<file path="src/rtl/serial_adder_pkg.sv">
// Shared definitions for the digit-serial adder: FSM encoding, default sizes
// and the step-counter width helper.
package serial_adder_pkg;

    localparam int DEFAULT_WIDTH = 8;
    localparam int DEFAULT_DIGIT = 1;

    typedef enum logic {
        IDLE = 1'b0,
        RUN  = 1'b1
    } state_e;

    // clog2 of the step count, never narrower than one bit
    function automatic int cnt_width(input int steps);
        return (steps <= 2) ? 1 : $clog2(steps);
    endfunction

endpackage

</file>
<file path="src/rtl/serial_adder_digit_adder.sv">
// Combinational DIGIT-bit ripple of full adders; one digit slice per clock
// of the serial adder.
module digit_adder #(
    parameter int DIGIT = 1
) (
    input  logic [DIGIT-1:0] a,
    input  logic [DIGIT-1:0] b,
    input  logic             cin,
    output logic [DIGIT-1:0] sum,
    output logic             cout
);

    always_comb begin
        logic c;
        sum = '0;
        c   = cin;
        for (int unsigned i = 0; i < DIGIT; i++) begin
            sum[i] = a[i] ^ b[i] ^ c;
            c      = (a[i] & b[i]) | (a[i] & c) | (b[i] & c);
        end
        cout = c;
    end

endmodule

</file>
<file path="src/rtl/serial_adder.sv">
// Multi-cycle adder: adds a+b+cin DIGIT bits per clock, LSB digit first,
// with a start/busy/done handshake and a result held between completions.
module serial_adder
    import serial_adder_pkg::*;
#(
    parameter int WIDTH = DEFAULT_WIDTH,
    parameter int DIGIT = DEFAULT_DIGIT
) (
    input  logic             clk,
    input  logic             rst,
    input  logic             start,
    input  logic [WIDTH-1:0] a,
    input  logic [WIDTH-1:0] b,
    input  logic             cin,
    output logic             busy,
    output logic             done,
    output logic [WIDTH-1:0] sum,
    output logic             cout
);

    localparam int STEPS = WIDTH / DIGIT;
    localparam int CW    = cnt_width(STEPS);
    localparam logic [CW-1:0] LAST = CW'(STEPS - 1);

    if ((WIDTH < 2) || (DIGIT < 1) || (DIGIT > WIDTH) || ((WIDTH % DIGIT) != 0)) begin : g_param_check
        $error("serial_adder: DIGIT must be in 1..WIDTH and divide WIDTH");
    end

    state_e            state_q;
    logic [WIDTH-1:0]  a_q, b_q, psum_q, sum_q;
    logic [CW-1:0]     cnt_q;
    logic              carry_q, busy_q, done_q, cout_q;

    logic [DIGIT-1:0]  dsum;
    logic              carry_d;
    logic [WIDTH-1:0]  psum_d;

    digit_adder #(.DIGIT(DIGIT)) u_digit (
        .a    (a_q[DIGIT-1:0]),
        .b    (b_q[DIGIT-1:0]),
        .cin  (carry_q),
        .sum  (dsum),
        .cout (carry_d)
    );

    // New digit enters at the top so the LSB digit ends up at bit 0 after STEPS shifts
    always_comb begin
        psum_d = (psum_q >> DIGIT) | (WIDTH'(dsum) << (WIDTH - DIGIT));
    end

    always_ff @(posedge clk or posedge rst) begin
        if (rst) begin
            state_q <= IDLE;
            a_q     <= '0;
            b_q     <= '0;
            psum_q  <= '0;
            cnt_q   <= '0;
            carry_q <= 1'b0;
            busy_q  <= 1'b0;
            done_q  <= 1'b0;
            sum_q   <= '0;
            cout_q  <= 1'b0;
        end else begin
            done_q <= 1'b0;
            case (state_q)
                IDLE: begin
                    if (start) begin
                        a_q     <= a;
                        b_q     <= b;
                        carry_q <= cin;
                        psum_q  <= '0;
                        cnt_q   <= '0;
                        busy_q  <= 1'b1;
                        state_q <= RUN;
                    end
                end
                RUN: begin
                    a_q     <= a_q >> DIGIT;
                    b_q     <= b_q >> DIGIT;
                    carry_q <= carry_d;
                    psum_q  <= psum_d;
                    if (cnt_q == LAST) begin
                        sum_q   <= psum_d;
                        cout_q  <= carry_d;
                        done_q  <= 1'b1;
                        busy_q  <= 1'b0;
                        state_q <= IDLE;
                    end else begin
                        cnt_q <= cnt_q + 1'b1;
                    end
                end
                default: state_q <= IDLE;
            endcase
        end
    end

    assign busy = busy_q;
    assign done = done_q;
    assign sum  = sum_q;
    assign cout = cout_q;

endmodule

</file>
<file path="config.mk">
export PLATFORM = sky130hd
export DESIGN_NAME = serial_adder
export DESIGN_NICKNAME = d
export VERILOG_FILES = /design/src/rtl/serial_adder_pkg.sv /design/src/rtl/serial_adder_digit_adder.sv /design/src/rtl/serial_adder.sv
export SDC_FILE = /design/constraint.sdc
export NUM_CORES = 1
export LEC_CHECK = 0
export CAP_MARGIN = 30
export CORE_AREA = 2 2 47 82
export CTS_CLUSTER_SIZE = 28
export DETAILED_ROUTE_END_ITERATION = 10
export DIE_AREA = 0 0 49 84
export GPL_TIMING_DRIVEN = 0
export PLACE_DENSITY_LB_ADDON = 0.05
export SLEW_MARGIN = 20
export SYNTH_ARGS = -nofsm -noshare
export SYNTH_HDL_FRONTEND = slang
export SYNTH_SLANG_ARGS = --single-unit
export TNS_END_PERCENT = 30
</file>
<file path="constraint.sdc">
create_clock -name clk -period 1.9 [get_ports clk]
set_input_delay 0.285 -clock clk [delete_from_list [all_inputs] [get_ports clk]]
set_output_delay 0.285 -clock clk [all_outputs]
set_load 0.005 [all_outputs]
</file>
After elaboration in Yosys (flattened, before gate mapping):

Index checks and enable logic that the tools add are counted.

* register bits after elaboration: 40
* input bits: 20
* output and inout bits: 11
* word-level logic and storage cells: 46

* add/sub/neg operators: 1
* equality and inequality tests: 4
* mux-type cells: 19
* bitwise gates (word level): 9
* reduce and logical (&&, ||, !) cells: 3

Operator list (count)
* case mux 8 bit (2 select lines): 3
* two-way mux 8 bit: 3
* OR 7 x 8 -> 8 bit: 1
* two-way mux 1 bit: 7
* two-way mux 3 bit: 2
* case mux 1 bit (2 select lines): 3
* case mux 3 bit (2 select lines): 1
* AND reduction 2 bit: 3
* != test 2 bit (second input constant): 2
* adder 3 x 1 -> 3 bit (second input constant): 1
* AND 1 bit: 3
* equality test 3 bit (second input constant): 1
* != test 2 x 1 -> 1 bit (second input constant): 1
* OR 1 bit: 2
* bitwise XOR 1 bit: 2
* NOT 1 bit: 1

Longest topological paths before layout:

* depth in word-level cells: 4
* gate-level depth with buffers: 5
* depth with buffers taken out: 4

Modules after synthesis:

A second synthesis with hierarchy kept.

* cell total of the unflattened synthesis: 145
* area, all modules: 1717.9 um^2

By module, submodules not included
* serial_adder: instances 1, cells each 144, area each 1697.9 um^2, seq. area each 975.9 um^2
* digit_adder: instances 1, cells each 1, area each 20.0 um^2, seq. area each 0.0 um^2

Worst setup path before layout:

Ideal clock, no wire load.

* path type: register to register
* from: reg cnt_q[0]
* to: reg cout_q, in the netlist cout
* library setup time: 0.125 ns
* data arrival time: 1.337 ns
* path slack: 0.438 ns
* stages on the path, launching flop included: 5
* buffers on the path: 0
* clock period less this slack: 1.462 ns
* cell sequence: dfrtp_1 ha_1 ha_1 nand2_4 mux2_2

* longest elaborated chain between the ends: 2

RTL lines
* from (decl): line serial_adder.sv:31 `logic [CW-1:0] cnt_q;`
* from (signal assigned): line serial_adder.sv:89 `cnt_q <= cnt_q + 1'b1;`
* equality test 3 bit: line serial_adder.sv:82 `if (cnt_q == LAST) begin`
* AND reduction 2 bit (no source line)
* to (signal assigned): line serial_adder.sv:84 `cout_q <= carry_d;`
* to (decl): line serial_adder.sv:32 `logic carry_q, busy_q, done_q, cout_q;`

No other way between the ends.
A chain may end at the register's enable or synchronous reset.

Final worst setup path:

* from: reg cnt_q[0]
* to: reg sum_q[7], in the netlist sum[7]

* longest elaborated chain between the ends: 2

RTL lines
* equality test 3 bit: line serial_adder.sv:82
* AND reduction 2 bit (no source line)
* to (signal assigned): line serial_adder.sv:83 `sum_q <= psum_d;`
* to (decl): line serial_adder.sv:30 `logic [WIDTH-1:0] a_q, b_q, psum_q, sum_q;`

No other way between the ends.

==> flow_metrics.py <==
metrics = {
    "power_and_ir_drop": {
        "irDropWorstVdd_uv": 830.8,
        "powerDensity_mw_per_mm2": 1404,
        "leakage_nw": 1.029,
        "total_power_w": 0.003080,
    },
    "timing": {
        "whs_ps": 304.2,
        "relSlewSlack": 0.7270,
        "finalHoldViolCount": 0,
        "fmax_mhz": 629.5,
        "period_share": 0.8361,
        "worst_pin_slew_ps": 408.9,
        "slew_viol_final": 0,
        "min_period_ps": 1589,
        "finalSetupViolations": 0,
        "worst_slack_ps": 311.4,
        "clock-skew-final_ps": 3.002,
        "rsz0062_at_grt": "no",
    },
    "synth": {
        "ys_seq_area_frac": 0.5681,
        "synth-seq-cells": 39,
        "synth_xor_area_frac": 0.005098,
        "synth.distinct_cells": 20,
        "synth_top_family_by_area": "multiplexers",
        "synth_compound_area_frac": 0.08594,
        "synth_fp_nets": 169,
        "ys_warn_count": 0,
        "synth_cells": 145,
        "syn_area_sq_mm": 0.001718,
        "syn_area_per_cell_sq_um": 11.85,
        "synth-simple-area-share": 0.08886,
        "synth.mux.area_fraction": 0.1712,
        "synthAdderAreaFrac": 0.03350,
    },
    "clock_tree": {
        "clock_latency_ps": 290,
        "htree_num_levels": 2,
        "ctsRootBufferMaster": "clkbuf_8",
        "cts_resized": 0,
        "clkTransAtPathRegs_ps": 70,
        "tritoncts": "done",
        "hold_buffers": 0,
        "cts_buffers": 5,
        "numClockSinks": 39,
        "postCtsSetupBuffers": 0,
        "cts_max_path_buffers": 2,
    },
    "cells_and_area": {
        "n_antenna_cell": 0,
        "drive_above_1_share": 0.1585,
        "fillCellCount": 314,
        "fin_util": 0.6232,
        "syn_to_final_growth_pct": 27.68,
        "nets": 206,
    },
    "placement": {
        "io_buffers": 29,
        "place_ws_ps": 307.4,
        "place_congestion": 0.7732,
        "dp_hpwl_um": 2520,
    },
    "drt": {
        "drt_iter0_drc": 22,
        "antenna_left": 0,
        "drt-pass1-iter-count": 4,
        "wl_per_cell_um": 14.50,
        "via_per_inst": 5.074,
        "dr_total_vias": 1162,
        "drt-total-wl_um": 3320,
        "drc": 0,
    },
    "critical_path": {
        "critPathTopFamily": "adder cells",
        "cp_slowest_stage_delay_ps": 420,
        "cp-end-kind": "flip-flop",
        "required_ps": 2080,
        "cp.arrival_ps": 1770,
        "cp_max_fo": 10,
        "critical_path.most_common_cell": "ha_1",
        "crit_buf_inv": 0,
        "critPathSlowestCell": "dfrtp_1",
        "path_class": "reg -> reg",
        "cp_cell_sequence": "ha_1 -> ha_1 -> nand2_4 -> mux2_2",
        "start_kind": "flip-flop",
    },
    "grt": {
        "grt_remaining_overflow": 0,
        "grt_pass1_wl_um": 5996,
        "first_global_vias": 1285,
        "antenna_found_initial": 0,
        "grt_max_degree": 24,
        "grt_use_total": 0.1955,
    },
    "die": {
        "coreArea_sq_mm": 0.003520,
        "dieArea_sq_mm": 0.004116,
        "start_util": 0.4881,
        "pin_count": 31,
        "die_h_um": 84,
        "fp.dieW_um": 49,
        "rows": 29,
    },
    "job": {
        "drv_cap": 0,
    },
    "min_path": {
        "hold_path.class": "in -> async",
    },
    "outcome": {
        "outcome": "finished clean",
    },
}
==> cells by family (layout without fill, tap and decap cells) <==
| family | Yosys count | in the layout |
|---|---|---|
| and+or+nand+nor | 34 | 34 |
| buffers and inverters | 12 | 50 |
| DFF | 39 | 39 |
| muxes | 28 | 28 |
| AOI/OAI and AO/OA | 27 | 27 |
| adders and majority gates | 4 | 4 |
| xor gates and xnor gates | 1 | 1 |
==> worst paths after layout <==
check                      slack, ps  endpoint  startpoint  cells after the start
max                              310    sum[7]    cnt_q[0]                      4
min                              300    sum[5]         rst                      2
max reg2reg                      310    sum[7]    cnt_q[0]                      4
min reg2reg                      500    b_q[3]      b_q[4]                      2
max in group asynchronous       1150    sum[2]         rst                      3
min in group clk                 410    a_q[1]       start                      3
==> through the flow <==
stage | area [sq um] | TNS, ps | instances
2_1_floorplan | 1718 | 0 | 145
3_3_place_gp | 2066 | -2719 | 220
3_5_place_dp | 2093 | 0 | 221
4_1_cts | 2193 | 0 | 229
5_1_grt | 2193 | 0 | 229
6_report | 2193 | 0 | 229
==> report_power, final <==
group	internal, W	switching [W]	total [W]	leakage, nW
Clock	0.000331	0.000276	0.000607	0.0515
Combinational	0.000623	0.000497	0.00112	0.472
Sequential	0.00115	0.000198	0.00135	0.506
Total	0.00211	0.000971	0.00308	1.03
==> flip-flops by register name (all words and copies together) (netlist names) <==
register,flops
cout,1
done,1
state_q,1
a_q,8
cnt_q,3
sum,8
b_q,8
carry_q,1
psum_q,7
busy,1
==> final cells by class <==
class | instances | area [sq um] | area share
flip-flops and latches | 39 | 975.9 | 0.4450
multi-input cells | 94 | 660.6 | 0.3012
repair buffers | 30 | 317.8 | 0.1449
clock buffers | 8 | 100.1 | 0.04564
plain buffers | 9 | 70.07 | 0.03195
well taps | 46 | 57.56 | 0.02624
inverters | 3 | 11.26 | 0.005134
==> layout by cell type, fill, tap and decap left out, types with 4 or more instances in the layout <==
cell type	n
nand2_1	22
mux2_2	11
dfrtp_1	39
o21ai_0	22
buf_4	4
clkbuf_8	7
mux2i_1	17
nand2b_1	7
nor2_1	4
clkdlybuf4s50_1	29
==> cells in the mapped netlist <==
cell       n  share of area
buf_2      2         0.0058
ha_1       3          0.022
mux2_2    11          0.072
clkbuf_1   1         0.0022
nor2_1     4         0.0087
buf_4      4          0.017
a22o_1     3          0.015
inv_1      3         0.0066
o21ai_0   22          0.064
nand2b_1   7          0.025
mux2i_1   17          0.099
nand2_4    1         0.0066
xnor2_1    1         0.0051
a21oi_1    1         0.0029
o22ai_1    1         0.0036
nand2_1   22          0.048
dfrtp_1   39           0.57
buf_6      1         0.0066
fa_1       1          0.012
buf_8      1         0.0087
==> layer usage <==
| layer | wire length [um] | GRT usage |
|---|---|---|
| met2 | 1854 | 0.3462 |
| met1 | 1274 | 0.2142 |
| met4 | 74 | 0.09351 |
| met3 | 116 | 0.04659 |
| met5 | 0 | 0 |
Note: power is estimated with default switching activity, not from simulation.
